$ cat src/rtl/sram_port_arbiter.sv
`default_nettype none
// ============================================================================
// Module   : sram_port_arbiter
// Purpose  : Shares one SRAM-like memory port between the instruction-fetch
//            requester (F stage) and the data requester (M stage). Each side
//            uses a req/addr_ok/data_ok handshake. Only one transaction is
//            outstanding at a time. Data has priority, with a starvation guard
//            that forces a fetch grant after STARVE_LIMIT consecutive data
//            grants. A fetch response can be cancelled on exception redirect.
// Ports    :
//   clk, rst                 clock (rising edge), async active-low reset
//   inst_req/inst_addr       fetch request, held until inst_addr_ok
//   inst_cancel              pulse: drop the response of the current fetch
//   inst_addr_ok/data_ok     fetch accept / read data valid
//   inst_rdata               fetch read data (mem_rdata pass-through)
//   data_req/wr/wen/addr/wdata  load/store request, held until data_addr_ok
//   data_addr_ok/data_ok     data accept / load data valid or store done
//   data_rdata               load data (mem_rdata pass-through)
//   mem_req/wr/wen/addr/wdata   registered request to memory
//   mem_addr_ok/data_ok/rdata   memory handshake and read data
// Revision : 1.0 - initial release
// ============================================================================
module sram_port_arbiter #(
  parameter int ADDR_W       = 32,
  parameter int DATA_W       = 32,
  parameter int STARVE_LIMIT = 4
) (
  input  logic              clk,
  input  logic              rst,
  // fetch side
  input  logic              inst_req,
  input  logic [ADDR_W-1:0] inst_addr,
  input  logic              inst_cancel,
  output logic              inst_addr_ok,
  output logic              inst_data_ok,
  output logic [DATA_W-1:0] inst_rdata,
  // data side
  input  logic              data_req,
  input  logic              data_wr,
  input  logic [3:0]        data_wen,
  input  logic [ADDR_W-1:0] data_addr,
  input  logic [DATA_W-1:0] data_wdata,
  output logic              data_addr_ok,
  output logic              data_data_ok,
  output logic [DATA_W-1:0] data_rdata,
  // memory side
  output logic              mem_req,
  output logic              mem_wr,
  output logic [3:0]        mem_wen,
  output logic [ADDR_W-1:0] mem_addr,
  output logic [DATA_W-1:0] mem_wdata,
  input  logic              mem_addr_ok,
  input  logic              mem_data_ok,
  input  logic [DATA_W-1:0] mem_rdata
);

  localparam int c_CNT_W = $clog2(STARVE_LIMIT + 1);
  localparam logic [c_CNT_W-1:0] c_STARVE_MAX = c_CNT_W'(STARVE_LIMIT);

  typedef enum logic [2:0] {
    S_IDLE   = 3'd0,
    S_ADDR_I = 3'd1,
    S_ADDR_D = 3'd2,
    S_WAIT_I = 3'd3,
    S_WAIT_D = 3'd4
  } state_t;

  state_t              r_state;
  logic [c_CNT_W-1:0]  r_starveCnt;
  logic                r_cancelFlag;
  logic                r_memReq;
  logic                r_memWr;
  logic [3:0]          r_memWen;
  logic [ADDR_W-1:0]   r_memAddr;
  logic [DATA_W-1:0]   r_memWdata;

  logic w_arbitrate;
  logic w_starved;
  logic w_grantData;
  logic w_grantInst;

  // Arbitration happens when idle, or in the cycle a transaction completes so
  // the next grant follows with no idle bubble.
  assign w_arbitrate = (r_state == S_IDLE) ||
                       (((r_state == S_WAIT_I) || (r_state == S_WAIT_D)) && mem_data_ok);
  assign w_starved   = inst_req && (r_starveCnt == c_STARVE_MAX);
  assign w_grantData = w_arbitrate && data_req && !w_starved;
  assign w_grantInst = w_arbitrate && inst_req && !(data_req && !w_starved);

  always_ff @(posedge clk or negedge rst) begin
    if (!rst) begin
      r_state      <= S_IDLE;
      r_starveCnt  <= '0;
      r_cancelFlag <= 1'b0;
      r_memReq     <= 1'b0;
      r_memWr      <= 1'b0;
      r_memWen     <= 4'b0;
      r_memAddr    <= '0;
      r_memWdata   <= '0;
    end else begin
      case (r_state)
        S_IDLE, S_WAIT_I, S_WAIT_D: begin
          if (w_arbitrate) begin
            if (w_grantData) begin
              r_state    <= S_ADDR_D;
              r_memReq   <= 1'b1;
              r_memWr    <= data_wr;
              r_memWen   <= data_wr ? data_wen : 4'b0;
              r_memAddr  <= data_addr;
              r_memWdata <= data_wdata;
            end else if (w_grantInst) begin
              r_state    <= S_ADDR_I;
              r_memReq   <= 1'b1;
              r_memWr    <= 1'b0;
              r_memWen   <= 4'b0;
              r_memAddr  <= inst_addr;
            end else begin
              r_state    <= S_IDLE;
              r_memReq   <= 1'b0;
            end
          end
        end
        S_ADDR_I: begin
          if (mem_addr_ok) begin
            r_state  <= S_WAIT_I;
            r_memReq <= 1'b0;
          end
        end
        S_ADDR_D: begin
          if (mem_addr_ok) begin
            r_state  <= S_WAIT_D;
            r_memReq <= 1'b0;
          end
        end
        default: begin
          r_state  <= S_IDLE;
          r_memReq <= 1'b0;
        end
      endcase

      // Counts data grants won while fetch is waiting; any fetch grant or a
      // quiet fetch side resets it.
      if (!inst_req || w_grantInst) begin
        r_starveCnt <= '0;
      end else if (w_grantData && (r_starveCnt != c_STARVE_MAX)) begin
        r_starveCnt <= r_starveCnt + c_CNT_W'(1);
      end

      // The flag marks the current fetch as redirected away; it lives until
      // that fetch's response arrives so the response can be swallowed.
      if ((r_state == S_WAIT_I) && mem_data_ok) begin
        r_cancelFlag <= 1'b0;
      end else if (inst_cancel && ((r_state == S_ADDR_I) || (r_state == S_WAIT_I) ||
                                   ((r_state == S_IDLE) && w_grantInst))) begin
        r_cancelFlag <= 1'b1;
      end
    end
  end

  assign mem_req      = r_memReq;
  assign mem_wr       = r_memWr;
  assign mem_wen      = r_memWen;
  assign mem_addr     = r_memAddr;
  assign mem_wdata    = r_memWdata;

  assign inst_addr_ok = (r_state == S_ADDR_I) && mem_addr_ok;
  assign data_addr_ok = (r_state == S_ADDR_D) && mem_addr_ok;
  // A same-cycle cancel must also suppress the response it coincides with.
  assign inst_data_ok = (r_state == S_WAIT_I) && mem_data_ok && !r_cancelFlag && !inst_cancel;
  assign data_data_ok = (r_state == S_WAIT_D) && mem_data_ok;

  assign inst_rdata   = mem_rdata;
  assign data_rdata   = mem_rdata;

endmodule
`default_nettype wire

$ cat config.mk
export PLATFORM = sky130hd
export DESIGN_NAME = sram_port_arbiter
export DESIGN_NICKNAME = d
export VERILOG_FILES = /design/src/rtl/sram_port_arbiter.sv
export SDC_FILE = /design/constraint.sdc
export NUM_CORES = 1
export LEC_CHECK = 0
export BUFFER_PORTS_ARGS = -buffer_cell sky130_fd_sc_hd__buf_4
export CORE_MARGIN = 1.5
export CORE_UTILIZATION = 35
export CTS_CLUSTER_DIAMETER = 100
export DETAILED_ROUTE_END_ITERATION = 12
export PLACE_DENSITY = 0.71
export SYNTH_ARGS = -nofsm -noshare
export SYNTH_HDL_FRONTEND = slang
export SYNTH_SLANG_ARGS = --single-unit
export TNS_END_PERCENT = 100
$ cat constraint.sdc
create_clock -name clk -period 2.3 [get_ports clk]
set_input_delay 0.115 -clock clk [delete_from_list [all_inputs] [get_ports clk]]
set_output_delay 0.115 -clock clk [all_outputs]
set_load 0.005 [all_outputs]
==> reports/results.ini, run 1 <==
[run_status]
status=finished, final reports clean

[setup_path]
crit_type=reg2reg
startpoint_type=register
critPathTopFamily=flip-flops
end_kind=register
cp_cell_sequence=o311a_2 -> nor2_4 -> buf_12 -> mux2_2
cp_slowest_stage_delay_ps=530
crit_fanout=31
arrival_ps=2230
startpoint=r_state[2]
worstPathRequired_ps=2510
rr_startpoint=r_state[2]
critPathBufInv=1
crit_path_top_delay_cell=dfrtp_1

[logic_synthesis]
yosysSeqAreaShare_pct=50.9
synth_area_per_cell_sq_um=11.7
synth_top_flop_cell=dfrtp_1
yosysWarnings=0
synthTopCellsByArea=dfrtp_1 (51%), buf_4 (13%), a2bb2oi_1 (7.4%)
ys_ff_latch=77
synth_edf_count=0
synth_top_area_share_pct=50.9
synthTopCellsByCount=dfrtp_1 (77), buf_4 (68), a2bb2oi_1 (32), o22ai_1 (32), mux2_2 (19)
synth-async-reset-ratio_pct=100
syn_inst=324
synth_nets=466
synth.distinct_cells=36
syn-cell-area_sq_mm=0.00379
yosysTopAreaCell=dfrtp_1
yosysMostFrequentCell=dfrtp_1

[sta]
max-slew-margin-rel_pct=57.9
fin_crit_sh_pct=87.7
worstMarginPinSlew_ps=630
slew_violations=0
fmax_ghz=0.496
timing.hold.ws_ps=22.9
finalSetupViolCount=0
rsz0062_at_grt=no
min_period_ps=2020
finClkSkew_ps=10.5
hold_viol_final=0
finalSetupTns_ps=0

[floorplan]
rows=37
core-area_sq_mm=0.0104
ios=278
initial_core_util_pct=36.4
die_area_sq_mm=0.0115
die_w_microns=107
die_h_microns=107

[global_routing]
grt.total_usage_pct=19.1
antenna_found_initial=0
grt_pass1_wl_mm=16.9
grt_pass1_vias=3255
grt_max_degree=78
grt_overflow_total=0

[placed_design]
postPlaceCellArea_sq_mm=0.00483
portBuffers=181
dp_hpwl_mm=8.23
gp_congestion=0.810
numPlacedInstances=566

[power]
p_switching_uw=2170
p_clk_share_pct=16.7
peakVddDrop_v=0.000574
seq_power_share_pct=36.7
comb_power_share_pct=46.7
p_int_uw=4450
p_per_area_mw_per_mm2=1240
switching_share_pct=32.8
p_leak_uw=0.00249

[worst_hold_path]
worstHoldPathType=in2reg
hold_start=data_wdata[19]

[routing]
drcViolationCount=0
ant_nets=0
first_iter_violations=157
drt_pass1_iterations=4
wl_per_cell_microns=18.3
vias=3086
wl_mm=11.2
drt-vias-per-instance=5.05

[cts]
cts-htree-levels=3
postCtsSetupBuffers=0
path_clk_slew_ps=80
cts_buffers=9
cts-root-buf=clkbuf_8
insertion_delay_ps=340
cts_buffer_depth=2
cts_tree=done
clock_sinks=77

[final_layout]
diodes=0
fillCellCount=904
final_nets=612
syn_to_final_growth_pct=41.0
drive_gt1_share_pct=48.8
stdcell_count=611
fin_area_sq_mm=0.00534

[run]
drv_cap=0

==> power by group through the flow <==
| stage | logic (uW) | clock network [uW] | registers (uW) |
|---|---|---|---|
| global route | 3360 | 1200 | 2510 |
| detailed placement | 3070 | 0 | 2420 |
| finish | 3090 | 1100 | 2430 |
| CTS | 3110 | 1140 | 2420 |
| floorplan | 1630 | 0 | 2410 |
| global placement | 3000 | 0 | 2400 |
==> state kept, by name, summed over array words and instances, names as in the netlist <==
| name | count |
|---|---|
| mem_addr | 32 |
| mem_wdata | 32 |
| mem_wen | 4 |
| r_starveCnt | 3 |
| r_state | 3 |
| mem_req | 1 |
| mem_wr | 1 |
| r_cancelFlag | 1 |
==> through the flow <==
stage	total power, uW	utilization, %	setup WS [ps]
floorplan	4030	-	417
global placement	5400	46.4	369
detailed placement	5490	46.4	310
CTS	6670	51.3	287
global route	7060	51.3	205
finish	6610	51.3	283
==> path summary, 6_finish.rpt <==
| kind | to | slack (ps) | depth (start not counted) |
|---|---|---|---|
| worst max-delay path | mem_wdata[14] | 280 | 4 |
| min in group asynchronous | mem_wdata[17] | 350 | 3 |
| worst min-delay path | mem_wdata[19] | 20 | 2 |
| max in group asynchronous | mem_addr[19] | 1640 | 3 |
| worst min register to register | mem_req | 490 | 1 |
| worst max register to register | mem_wdata[14] | 280 | 4 |
==> what timing repair did <==
| item | 4_1_cts | 5_1_grt |
|---|---|---|
| gates resized for setup | 0 | 0 |
| hold buffers | 29 | 0 |
| hold endpoints to repair | 105 | 0 |
| setup endpoints to repair | 0 | 0 |
==> layout by cell type (no fill, tap or decap), types with 3 or more instances in the layout <==
cell type        n
inv_1            7
mux2_1          14
a32o_1           5
dlygate4sd3_1   29
nand2_1          7
a2bb2oi_1       32
mux2_2          19
buf_4          190
o22ai_1         32
a21oi_1          3
nand3_1          3
dfrtp_1         77
nor2_1           9
nor3_1           5
clkbuf_8         9
==> logic make-up after synthesis <==
family / count (synthesis) / share of synthesized area (%)
fa+ha+maj: 2 / 0.660
compound gates: 89 / 18.1
flops: 77 / 50.9
buf+inv: 93 / 16.5
simple gates: 30 / 4.03
mux: 33 / 9.81
==> cell type report <==
cell class / count / area (sq um) / area share, %
Clock buffer: 10 / 128 / 2.39
Clock inverter: 6 / 87.6 / 1.64
Sequential cell: 77 / 1930 / 36.1
Inverter: 7 / 26.3 / 0.492
Tap cell: 136 / 170 / 3.19
Timing Repair Buffer: 221 / 1760 / 32.9
Multi-Input combinational cell: 154 / 1240 / 23.3
==> layer usage <==
layer  GRT usage, %  up-vias  share of wire [%]
li1               -     1420                  -
met1           20.2     1481                 36
met2           35.7      172                 53
met3           6.20       13                9.1
met4           5.90        0                1.4
met5              0        -                  0
No activity file was read; power rests on OpenSTA's default activity.
==> run 2: changes to the inputs <==
CORE_ASPECT_RATIO = 1.5   (was default)
CORE_MARGIN = 4   (was 1.5)
PLACE_DENSITY = 0.74   (was 0.71)
clock period = 1.6 ns   (was 2.3 ns; I/O delays follow)
==> run 2 against run 1 <==
Net effect:
- the run now ends with setup timing left
- clock skew shrank 3.0 ps
- register-to-register slack lost 460 ps
- largest power group unchanged
- clock-buffer cell count grew 1
- sequential cell count is the same
- critical path type unchanged
- first-iteration DRC count shrank 45%
- critical endpoint is now mem_wdata[7]
- hold slack lost 9.1 ps
- via count grew 8.3%
- die area grew 9.9%
- setup slack lost 460 ps
- design area grew 16%
- maximum frequency grew 14%
==> reports/results.ini, run 2 (same netlist as run 1, synthesis figures left out) <==
[sta]
finalSetupViolCount=72
fin_crit_sh_pct=111
min_period_ps=1780
rsz0062_at_grt=yes
fmax_ghz=0.563
setup_ws_ps=-176
max-slew-margin-rel_pct=65.8
finClkSkew_ps=7.47
slew_violations=0
hold_viol_final=0
worstMarginPinSlew_ps=512

[placed_design]
gp_congestion=0.823
portBuffers=181
dp_hpwl_mm=9.52
numPlacedInstances=587

[power]
switching_share_pct=33.0
seq_power_share_pct=30.0
p_switching_uw=3900
p_clk_share_pct=16.0
p_int_uw=7920
p_per_area_mw_per_mm2=1910
p_leak_uw=0.00283
peakVddDrop_v=0.00103
comb_power_share_pct=54.0

[floorplan]
initial_core_util_pct=35.8
ios=278
die_h_microns=135
core-area_sq_mm=0.0106
rows=46
die_area_sq_mm=0.0126
die_w_microns=93.0

[global_routing]
grt.total_usage_pct=20.1
grt_pass1_wl_mm=19.4
grt_max_degree=41
grt_overflow_total=0
grt_pass1_vias=3556
antenna_found_initial=0

[cts]
cts_buffers=9
cts-root-buf=clkbuf_16
path_clk_slew_ps=60
cts-htree-levels=3
insertion_delay_ps=330
cts_buffer_depth=2
cts_tree=done
clock_sinks=77

[routing]
first_iter_violations=87
wl_mm=14.0
wl_per_cell_microns=21.5
ant_nets=0
drt_pass1_iterations=4
drcViolationCount=0
drt-vias-per-instance=5.14
vias=3343

[setup_path]
startpoint=r_state[0]
worstPathRequired_ps=1810
cp-endpoint=mem_wdata[7]
r2r-end=mem_wdata[7]
crit_fanout=9
reg2reg_slack_ps=-180
r2r_cells=6
crit_type=reg2reg
cp_slowest_stage_delay_ps=400
rr_startpoint=r_state[0]
arrival_ps=1990
cp_cell_sequence=or3b_4 -> o311a_4 -> nor2_4 -> buf_12 -> clkbuf_16 -> mux2_2
crit_path_top_delay_cell=or3b_4
end_kind=register
startpoint_type=register

[final_layout]
final_nets=643
fillCellCount=886
syn_to_final_growth_pct=63.4
final_common_cell=buf_4
final_cell_mix=buf_4 (201), dfrtp_1 (77), dlygate4sd3_1 (34)
multi_input_area_sq_mm=0.00161
seq_area_sq_mm=0.00193
stdcell_count=650
diodes=0
drive_gt1_share_pct=62.3
fin_util_pct=58.5

[run_status]
violations=setup timing
status=finished, violations left

[worst_hold_path]
worstHoldPathType=in2reg

[run]
drv_cap=0

## run 2: cell count changes in the layout (fill, tap and decap cells not counted), sizes merged
cell and delta:
buf +22, clkbuf +5, dlygate4sd3 +5, clkinv -2
bufinv -2, clkinvlp +3
## run 2: worst min-delay path by stage
stage | start | end | slack (ps) | cells after the start
floorplan | rst | mem_addr[0] | -220 | 0
global placement | rst | mem_wdata[26] | 80 | 1
detailed placement | rst | mem_wdata[25] | 90 | 1
CTS | data_wen[2] | mem_wen[2] | 6 | 2
global route | data_wen[3] | mem_wen[3] | 10 | 2
finish | data_wen[2] | mem_wen[2] | 10 | 2
## run 2: per-layer routing
layer / wire length [microns] / global-route usage, % / up-vias
met5: 0 / 0 / -
met4: 756 / 12.2 / 0
met3: 1210 / 7.23 / 76
met2: 7370 / 34.9 / 128
met1: 4640 / 20.3 / 1664
li1: - / - / 1475
## run 2: power by group through the flow
stage                     Sequential [uW]  Combinational [uW]  Clock (uW)
after floorplan                      3470                2430           0
after global placement               3440                4680           0
after detailed placement             3450                4840           0
after CTS                            3480                5300        1940
after global routing                 3650                6780        2020
final                                3540                6380        1890
## run 2: area by class of cell
class                           instances  area share [%]
Timing Repair Buffer                  252            35.0
Sequential cell                        77            31.1
Multi-Input combinational cell        154            26.0
Clock buffer                           11            3.92
Tap cell                              144            2.91
Clock inverter                          5           0.586
Inverter                                7           0.424
## run 2: critical path, delay by kind of cell (launching register included)
kind	cells	cell delay, ps
simple gates	2	530
flops	1	370
mux	1	340
buf+inv	2	290
compound gates	1	140
## run 2: stage by stage
step	power, uW	TNS, ps	setup WS, ps	area (sq um)	hold WS (ps)
after floorplan	5900	-8100	-257	3820	-216
after global placement	8120	-4250	-98.9	5000	82.7
after detailed placement	8300	-6850	-144	5000	90.9
after CTS	10700	-6150	-147	5760	5.65
after global routing	12500	-11450	-239	6190	9.90
final	11800	-8320	-176	6190	13.8
## run 2: timing repair
| item | CTS | global route |
|---|---|---|
| gates cloned | 1 | 6 |
| endpoints found under the hold margin | 70 | 0 |
| hold buffers | 34 | 0 |
| pin swaps | 2 | 5 |
| resized for setup | 25 | 46 |
| endpoints found under the setup margin | 72 | 76 |
| buffers inserted | 0 | 6 |
==> run 3: changes to the inputs <==
CORE_ASPECT_RATIO = default   (was 1.5)
CORE_MARGIN = 2   (was 4)
RECOVER_POWER = 50   (was default)
==> run 3 against run 2 <==
Net effect:
- the run still ends with setup timing left
- core utilization fell by 0.63 points
- sequential power rose by 1%
- clock power fell by 26%
- critical path depth fell by 1
- clock skew rose by 2.5 ps
- combinational power fell by 3.1%
- cell count fell by 1.4%
- sequential cell count did not move
- setup slack improved by 21 ps
- hold slack improved by 14 ps
==> reports/results.ini, run 3 (same netlist as run 1, synthesis figures left out) <==
[global_routing]
grt.total_usage_pct=20.8
grt_pass1_vias=3546
grt_overflow_total=0
antenna_found_initial=0
grt_pass1_wl_mm=18.4
grt_max_degree=49

[run_status]
violations=setup timing
status=finished, violations left

[sta]
hold_viol_final=0
finClkSkew_ps=10.0
max-slew-margin-rel_pct=49.8
min_period_ps=1760
finalSetupViolCount=71
worstMarginPinSlew_ps=753
timing.hold.ws_ps=27.8
finalSetupTns_ps=-6650
setup_ws_ps=-156
rsz0062_at_grt=yes
fmax_ghz=0.570
slew_violations=0
fin_crit_sh_pct=110

[power]
p_per_area_mw_per_mm2=1850
seq_power_share_pct=32.1
switching_share_pct=34.6
peakVddDrop_v=0.00108
p_int_uw=7310
p_clk_share_pct=12.6
comb_power_share_pct=55.4
p_switching_uw=3860
p_leak_uw=0.00274

[placed_design]
numPlacedInstances=579
dp_hpwl_mm=8.75
gp_congestion=0.798
postPlaceCellArea_sq_mm=0.00502
portBuffers=181

[final_layout]
multi_input_area_sq_mm=0.00156
final_cell_mix=buf_4 (197), dfrtp_1 (77), dlygate4sd3_1 (39)
fillCellCount=787
fin_area_sq_mm=0.00602
fin_util_pct=57.8
final_common_cell=buf_4
diodes=0
syn_to_final_growth_pct=59.0
final_nets=642
seq_area_sq_mm=0.00193
stdcell_count=641
drive_gt1_share_pct=59.8

[setup_path]
crit_fanout=33
rr_startpoint=r_state[1]
critPathTopFamily=simple AND/OR/NAND/NOR gates
startpoint=r_state[1]
critPathBufInv=1
startpoint_type=register
worstPathRequired_ps=1840
cp_cell_sequence=or3b_4 -> o311a_4 -> nor2_4 -> buf_12 -> mux2_2
end_kind=register
crit_path_top_delay_cell=or3b_4
cp_slowest_stage_delay_ps=400
crit_type=reg2reg
arrival_ps=1990

[routing]
vias=3267
drt_pass1_iterations=4
first_iter_violations=129
wl_mm=13.3
drcViolationCount=0
wl_per_cell_microns=20.7
ant_nets=0
drt-vias-per-instance=5.10

[cts]
insertion_delay_ps=350
cts-htree-levels=3
cts_buffers=9
cts_tree=done
cts-root-buf=clkbuf_8
clock_sinks=77
path_clk_slew_ps=90
cts_buffer_depth=2

[floorplan]
core-area_sq_mm=0.0104
die_area_sq_mm=0.0117
initial_core_util_pct=36.4
rows=37
die_w_microns=108
ios=278
die_h_microns=108

[run]
drv_cap=0

[worst_hold_path]
hold_start=inst_req
worstHoldPathType=in2reg

==> run 3: changes by cell type in the layout (fill, tap and decap cells not counted), sizes merged <==
cell,previous run,this run
dlygate4sd3,34,39
clkinvlp,3,1
buf,214,207
clkinv,2,1
inv,7,9
clkbuf,15,17
==> run 3: final timing paths <==
| kind | endpoint | depth (start not counted) | slack [ps] |
|---|---|---|---|
| worst max register to register | mem_wdata[10] | 5 | -160 |
| max in group asynchronous | mem_addr[9] | 3 | 370 |
| worst max-delay path | mem_wdata[10] | 5 | -160 |
| worst min-delay path | r_starveCnt[0] | 2 | 30 |
| min in group asynchronous | mem_wdata[19] | 2 | 320 |
| worst min register to register | mem_req | 1 | 490 |
==> run 3: stage by stage <==
step,power (uW),setup slack (ps)
after floorplan,5900,-257
after global placement,8270,-102
after detailed placement,8420,-132
after CTS,9980,-145
after global routing,11700,-210
final,11200,-156
==> run 3: final cells by class <==
type                       instances  share of cell area, %
sequential                        77                   32.0
clock buffer                      12                   2.58
inverter                           7                  0.436
tap                              136                   2.82
clock inverter                     4                  0.498
timing repair buffer             251                   35.8
multi-input combinational        154                   25.9
==> run 3: what timing repair did <==
action,in CTS,in global routing
cloned,0,5
setup endpoints to repair,73,76
gates resized for setup,9,46
pin swaps,1,2
buffers inserted,1,1
hold buffers,39,0
hold endpoints to repair,67,0
==> run 3: power by group through the flow <==
stage | clock, uW | sequential [uW] | combinational (uW)
after global routing | 1510 | 3680 | 6530
final | 1400 | 3580 | 6180
after detailed placement | 0 | 3470 | 4950
after floorplan | 0 | 3470 | 2430
after global placement | 0 | 3450 | 4810
after CTS | 1420 | 3470 | 5090
==> run 3: routing by layer <==
| metal | GRT usage, % | up-vias | share of wire (%) |
|---|---|---|---|
| li1 | - | 1479 | - |
| met1 | 22.6 | 1576 | 36 |
| met2 | 37.0 | 178 | 54 |
| met3 | 5.61 | 34 | 7.5 |
| met4 | 10.8 | 0 | 3.0 |
| met5 | 0 | - | 0 |
